## src/rtl/traffic_timer.sv

```systemverilog
// traffic_timer: interval timer beside the traffic controller; ST restarts,
// TS/TL flag short/long interval, Hold freezes. Optional: TRAFFIC_TIMER_COUNTDOWN_EN.
//
// Ports:
//   Clk    in   system clock, rising edge
//   reset  in   asynchronous, active-low reset
//   ST     in   start/restart request (any cycle high restarts)
//   Hold   in   freeze prescaler and tick counter while running
//   TS     out  short interval elapsed (registered level)
//   TL     out  long interval elapsed (registered level)
//   Busy   out  timing in progress
//   Remain out  ticks left to the next flag (only with TRAFFIC_TIMER_COUNTDOWN_EN)
module traffic_timer #(
    parameter int unsigned TICK_DIV  = 50000000,
    parameter int unsigned SHORT_SEC = 5,
    parameter int unsigned LONG_SEC  = 25,
    parameter int unsigned CNT_W     = 8
) (
    input  logic             Clk,
    input  logic             reset,
    input  logic             ST,
    input  logic             Hold,
    output logic             TS,
    output logic             TL,
`ifdef TRAFFIC_TIMER_COUNTDOWN_EN
    output logic [CNT_W-1:0] Remain,
`endif
    output logic             Busy
);

    localparam int unsigned PRE_W = (TICK_DIV > 1) ? $clog2(TICK_DIV) : 1;

    localparam logic [PRE_W-1:0] PRE_MAX = PRE_W'(TICK_DIV - 1);
    localparam logic [CNT_W-1:0] SEC_S   = CNT_W'(SHORT_SEC);
    localparam logic [CNT_W-1:0] SEC_L   = CNT_W'(LONG_SEC);

    // Elaboration-time guard on the interval parameters.
    if (SHORT_SEC >= LONG_SEC || (LONG_SEC >> CNT_W) != 0) begin : g_param_err
        $error("traffic_timer: need SHORT_SEC < LONG_SEC < 2**CNT_W");
    end

    typedef enum logic [1:0] {
        S_IDLE,
        S_RUN,
        S_DONE
    } state_t;

    state_t           r_state;
    logic [PRE_W-1:0] r_pre;
    logic [CNT_W-1:0] r_sec;
    logic             r_ts;
    logic             r_tl;

    state_t           w_state;
    logic [PRE_W-1:0] w_pre;
    logic [CNT_W-1:0] w_sec;
    logic             w_ts;
    logic             w_tl;
    logic [CNT_W-1:0] w_sec_inc;

    assign w_sec_inc = r_sec + 1'b1;

    always_ff @(posedge Clk or negedge reset) begin
        if (!reset) begin
            r_state <= S_IDLE;
            r_pre   <= '0;
            r_sec   <= '0;
            r_ts    <= 1'b0;
            r_tl    <= 1'b0;
        end else begin
            r_state <= w_state;
            r_pre   <= w_pre;
            r_sec   <= w_sec;
            r_ts    <= w_ts;
            r_tl    <= w_tl;
        end
    end

    always_comb begin
        w_state = r_state;
        w_pre   = r_pre;
        w_sec   = r_sec;
        w_ts    = r_ts;
        w_tl    = r_tl;
        if (ST) begin
            // Restart beats both Hold and a simultaneous tick wrap.
            w_state = S_RUN;
            w_pre   = '0;
            w_sec   = '0;
            w_ts    = 1'b0;
            w_tl    = 1'b0;
        end else if (r_state == S_RUN && !Hold) begin
            if (r_pre == PRE_MAX) begin
                w_pre = '0;
                w_sec = w_sec_inc;
                if (w_sec_inc == SEC_S) begin
                    w_ts = 1'b1;
                end
                // Leaving RUN here keeps sec saturated at LONG_SEC.
                if (w_sec_inc == SEC_L) begin
                    w_tl    = 1'b1;
                    w_state = S_DONE;
                end
            end else begin
                w_pre = r_pre + 1'b1;
            end
        end
    end

    assign TS   = r_ts;
    assign TL   = r_tl;
    assign Busy = (r_state == S_RUN);

`ifdef TRAFFIC_TIMER_COUNTDOWN_EN
    // Follows sec directly, so it changes on the same edge as the count.
    assign Remain = (r_state == S_RUN) ? ((r_ts ? SEC_L : SEC_S) - r_sec) : '0;
`endif

endmodule

```

## config.mk

```make
export PLATFORM = sky130hd
export DESIGN_NAME = traffic_timer
export DESIGN_NICKNAME = d
export VERILOG_FILES = /design/src/rtl/traffic_timer.sv
export SDC_FILE = /design/constraint.sdc
export NUM_CORES = 1
export LEC_CHECK = 0
export BUFFER_PORTS_ARGS = -buffer_cell sky130_fd_sc_hd__buf_2
export CAP_MARGIN = 20
export CORE_ASPECT_RATIO = 1.4
export CORE_MARGIN = 4
export CORE_UTILIZATION = 62
export CTS_BUF_LIST = sky130_fd_sc_hd__clkbuf_8
export CTS_CLUSTER_DIAMETER = 40
export DETAILED_ROUTE_END_ITERATION = 10
export PLACE_DENSITY = 0.8
export SYNTH_ARGS = -nofsm -noshare
export SYNTH_HDL_FRONTEND = slang
export SYNTH_SLANG_ARGS = --single-unit
```

## constraint.sdc

```tcl
create_clock -name Clk -period 6 [get_ports Clk]
set_clock_uncertainty 0.15 [all_clocks]
set_input_delay 0.3 -clock Clk [delete_from_list [all_inputs] [get_ports Clk]]
set_output_delay 0.3 -clock Clk [all_outputs]
set_load 0.05 [all_outputs]
```

==> out/results.tsv <==
metric	value	unit
place.gp.congestion	0.8818	
count_of_flip_flops_with_a_built_in_enable_after_synthesis	0	
finalHoldWorstSlack	245.9	ps
cts_buffer_depth	2	
post-route-drc-count	0	
route.vias.total	1662	
grt_first_pass_wirelength	7748	um
synth.lib_cells_used.distinct	52	
report.power.total	0.4306	mW
post_synth_top_area_share	42.97	%
synthMostInstantiatedCell	sky130_fd_sc_hd__dfrtp_1	
worst_setup_path_endpoint	r_pre[19]	
post_synth_inst_count	227	
end_kind	flip-flop	
post_cts.resized_instances	0	
total_overflow_reported_by_the_global_router	0	
ys_seq_elements	37	
syn-cell-area	2155	um2
timing_worst_setup_path_type	reg -> reg	
worstReg2RegStart	r_pre[0]	
first_iter_violations	38	
critical_path_arrival	2430	ps
design.portCount	7	
postSynthNetCount	234	
clk-insertion-delay-late	290	ps
drt.antenna.violating_nets	0	
unrepaired_setup_endpoints_after_global_routing	false	
clk_pin_slew_worst_paths	70	ps
post-place-ws	3592	ps
critical_path_required	6010	ps
grt_use_total	22.29	%
timing.max_cap.violations	0	
setup-violations-final	0	
synth-seq-area-share	42.97	%
cts_tree	yes	
vias_per_cell	6.110	
numCtsBuffers	5	
asyncSetResetFlopFracSynth	100.0	%
portBuffers	6	
relSlewSlack	45.30	%
yosys-top-cells-area	sky130_fd_sc_hd__dfrtp_1 43%, sky130_fd_sc_hd__xnor2_1 6.5%, sky130_fd_sc_hd__nor2_1 5.9%	
p_per_area	190.6	nW/um2
clockRootBuffer	sky130_fd_sc_hd__clkbuf_8	
routedWlPerCell	15.56	um
stdcell_count	272	
timing.hold.worst.class	in -> reg	
max_clock_freq	412.7	MHz
grt_start_max_net_pins	38	
critPathLaunchType	flip-flop	
floorplan.rows	25	
dieHeight	77.75	um
floorplan.core_area	3378	um2
design.final.nets	238	
synth_area_per_cell	9.491	um2
yosys-top-cells-count	37 x sky130_fd_sc_hd__dfrtp_1, 34 x sky130_fd_sc_hd__nor2_1, 16 x sky130_fd_sc_hd__xnor2_1	
detail_route.wirelength	4231	um
grt_busiest_layer	met2	
dieArea	4496	um2
p_leak	0.9292	nW
ir_drop	168.1	uV
max_slew.worst_pin.slew	820.5	ps
initial_core_util	63.78	%
timing.final.crit_share	40.38	%
fp.dieW	57.82	um
globalRouteMet2Util	38.01	%
final_core_utilization	66.89	%
antenna_cells	0	
grt_pass1_vias	1760	
crit_path_start	r_pre[0]	
timing.reg2reg.setup_slack	3580	ps
htreeDepth	2	
dp_hpwl	3043	um
dp_cells	263	
setup_slack_after_layout	3577	ps
layout-drive-gt1-share	9.052	%
synth_largest_area_cell	sky130_fd_sc_hd__dfrtp_1	
drtPass1Iterations	4	
tritoncts_num_sinks	37	
rr_worst_depth	6	
final_max_slew_viol_count	0	
worst_path_fanout_max	21	
synth_warnings	0	
placedInstanceArea	2170	um2
r2r-end	r_pre[19]	
hold_viol	0	
met1_track_usage_gr	25.14	%
result_of_the_run	finished clean	
final_cell_area	2260	um2
synth_top_flop_cell	sky130_fd_sc_hd__dfrtp_1	
met3_use_gr	4.825	%
layout_min_cycle_time	2423	ps
antenna_found_initial	0	
post_cts_buffers	0	
synthesis_to_finish_area_growth	4.878	%
sum_of_negative_setup_slack	0	ps
critical path, cell delays in order, from the launching register on:
cell	delay, ps
sky130_fd_sc_hd__dfrtp_1	430
sky130_fd_sc_hd__ha_1	280
sky130_fd_sc_hd__and3_1	220
sky130_fd_sc_hd__nand4_2	230
sky130_fd_sc_hd__nor3_4	430
sky130_fd_sc_hd__or2_2	440
sky130_fd_sc_hd__nor2_1	100
cell type report:
type,count,area (um2)
Clock buffer,5,68.82
Clock inverter,3,11.26
Fill cell,301,1119
Inverter,9,33.78
Multi-Input combinational cell,171,1130
Sequential cell,37,925.9
Tap cell,40,50.05
Timing Repair Buffer,7,40.04
what timing repair did:
item | 4_1_cts | 5_1_grt
hold buffers | 1 | 0
endpoints found under the hold margin | 37 | 0
setup endpoints to repair | 0 | 0
cell usage in the layout, fill, tap and decap left out, types with 2 or more instances in the layout:
cell type	netlist	routed
sky130_fd_sc_hd__nor4_1	6	6
sky130_fd_sc_hd__o211ai_1	2	2
sky130_fd_sc_hd__xor2_1	10	10
sky130_fd_sc_hd__nor4b_1	4	4
sky130_fd_sc_hd__o21ai_0	6	6
sky130_fd_sc_hd__a21oi_1	7	7
sky130_fd_sc_hd__xnor2_1	16	16
sky130_fd_sc_hd__nor2_1	34	34
sky130_fd_sc_hd__nand4_1	8	8
sky130_fd_sc_hd__inv_1	9	12
sky130_fd_sc_hd__nor3_1	4	4
sky130_fd_sc_hd__nor2b_1	3	3
sky130_fd_sc_hd__and3_1	6	6
sky130_fd_sc_hd__nand2_1	15	15
sky130_fd_sc_hd__dfrtp_1	37	37
sky130_fd_sc_hd__or4_1	2	2
sky130_fd_sc_hd__nand4_2	2	2
sky130_fd_sc_hd__ha_1	3	3
sky130_fd_sc_hd__buf_2	0	6
sky130_fd_sc_hd__clkbuf_8	0	5
sky130_fd_sc_hd__or3_1	4	4
sky130_fd_sc_hd__and4_1	2	2
sky130_fd_sc_hd__a21o_1	2	2
sky130_fd_sc_hd__nand3_1	9	9
power by group:
group          internal [mW]  switching [mW]
logic                0.00359          0.0135
clock network         0.0774          0.0839
registers              0.251         0.00181
total                  0.331          0.0992
kinds of logic (layout without fill, tap and decap cells):
group,Yosys count,count (layout),share of synthesized area (%)
flops,37,37,42.97
compound gates,27,27,8.246
xor+xnor,26,26,10.57
mux,1,1,0.4646
buf+inv,19,24,4.587
fa+ha+maj,3,3,1.742
simple gates,114,114,31.42
worst min-delay path by stage:
stage	startpoint	to	slack, ps	cells past startpoint
2_1_floorplan	reset	TS	-150	0
3_3_place_gp	reset	r_pre[9]	280	1
3_5_place_dp	reset	r_pre[9]	290	1
4_1_cts	ST	r_sec[3]	250	2
5_1_grt	ST	r_sec[3]	280	2
6_report	ST	r_sec[2]	250	2
registers in the layout, summed over array words and instances (netlist names):
name	cells
r_sec	8
r_pre	26
TS	1
r_state	2
layer usage:
metal / part of all wire [%] / wire [um]
met1: 41 / 1725
met2: 53 / 2242
met3: 4.2 / 176
met4: 2.1 / 87
met5: 0 / 0
No activity file was read; power rests on OpenSTA's default activity.
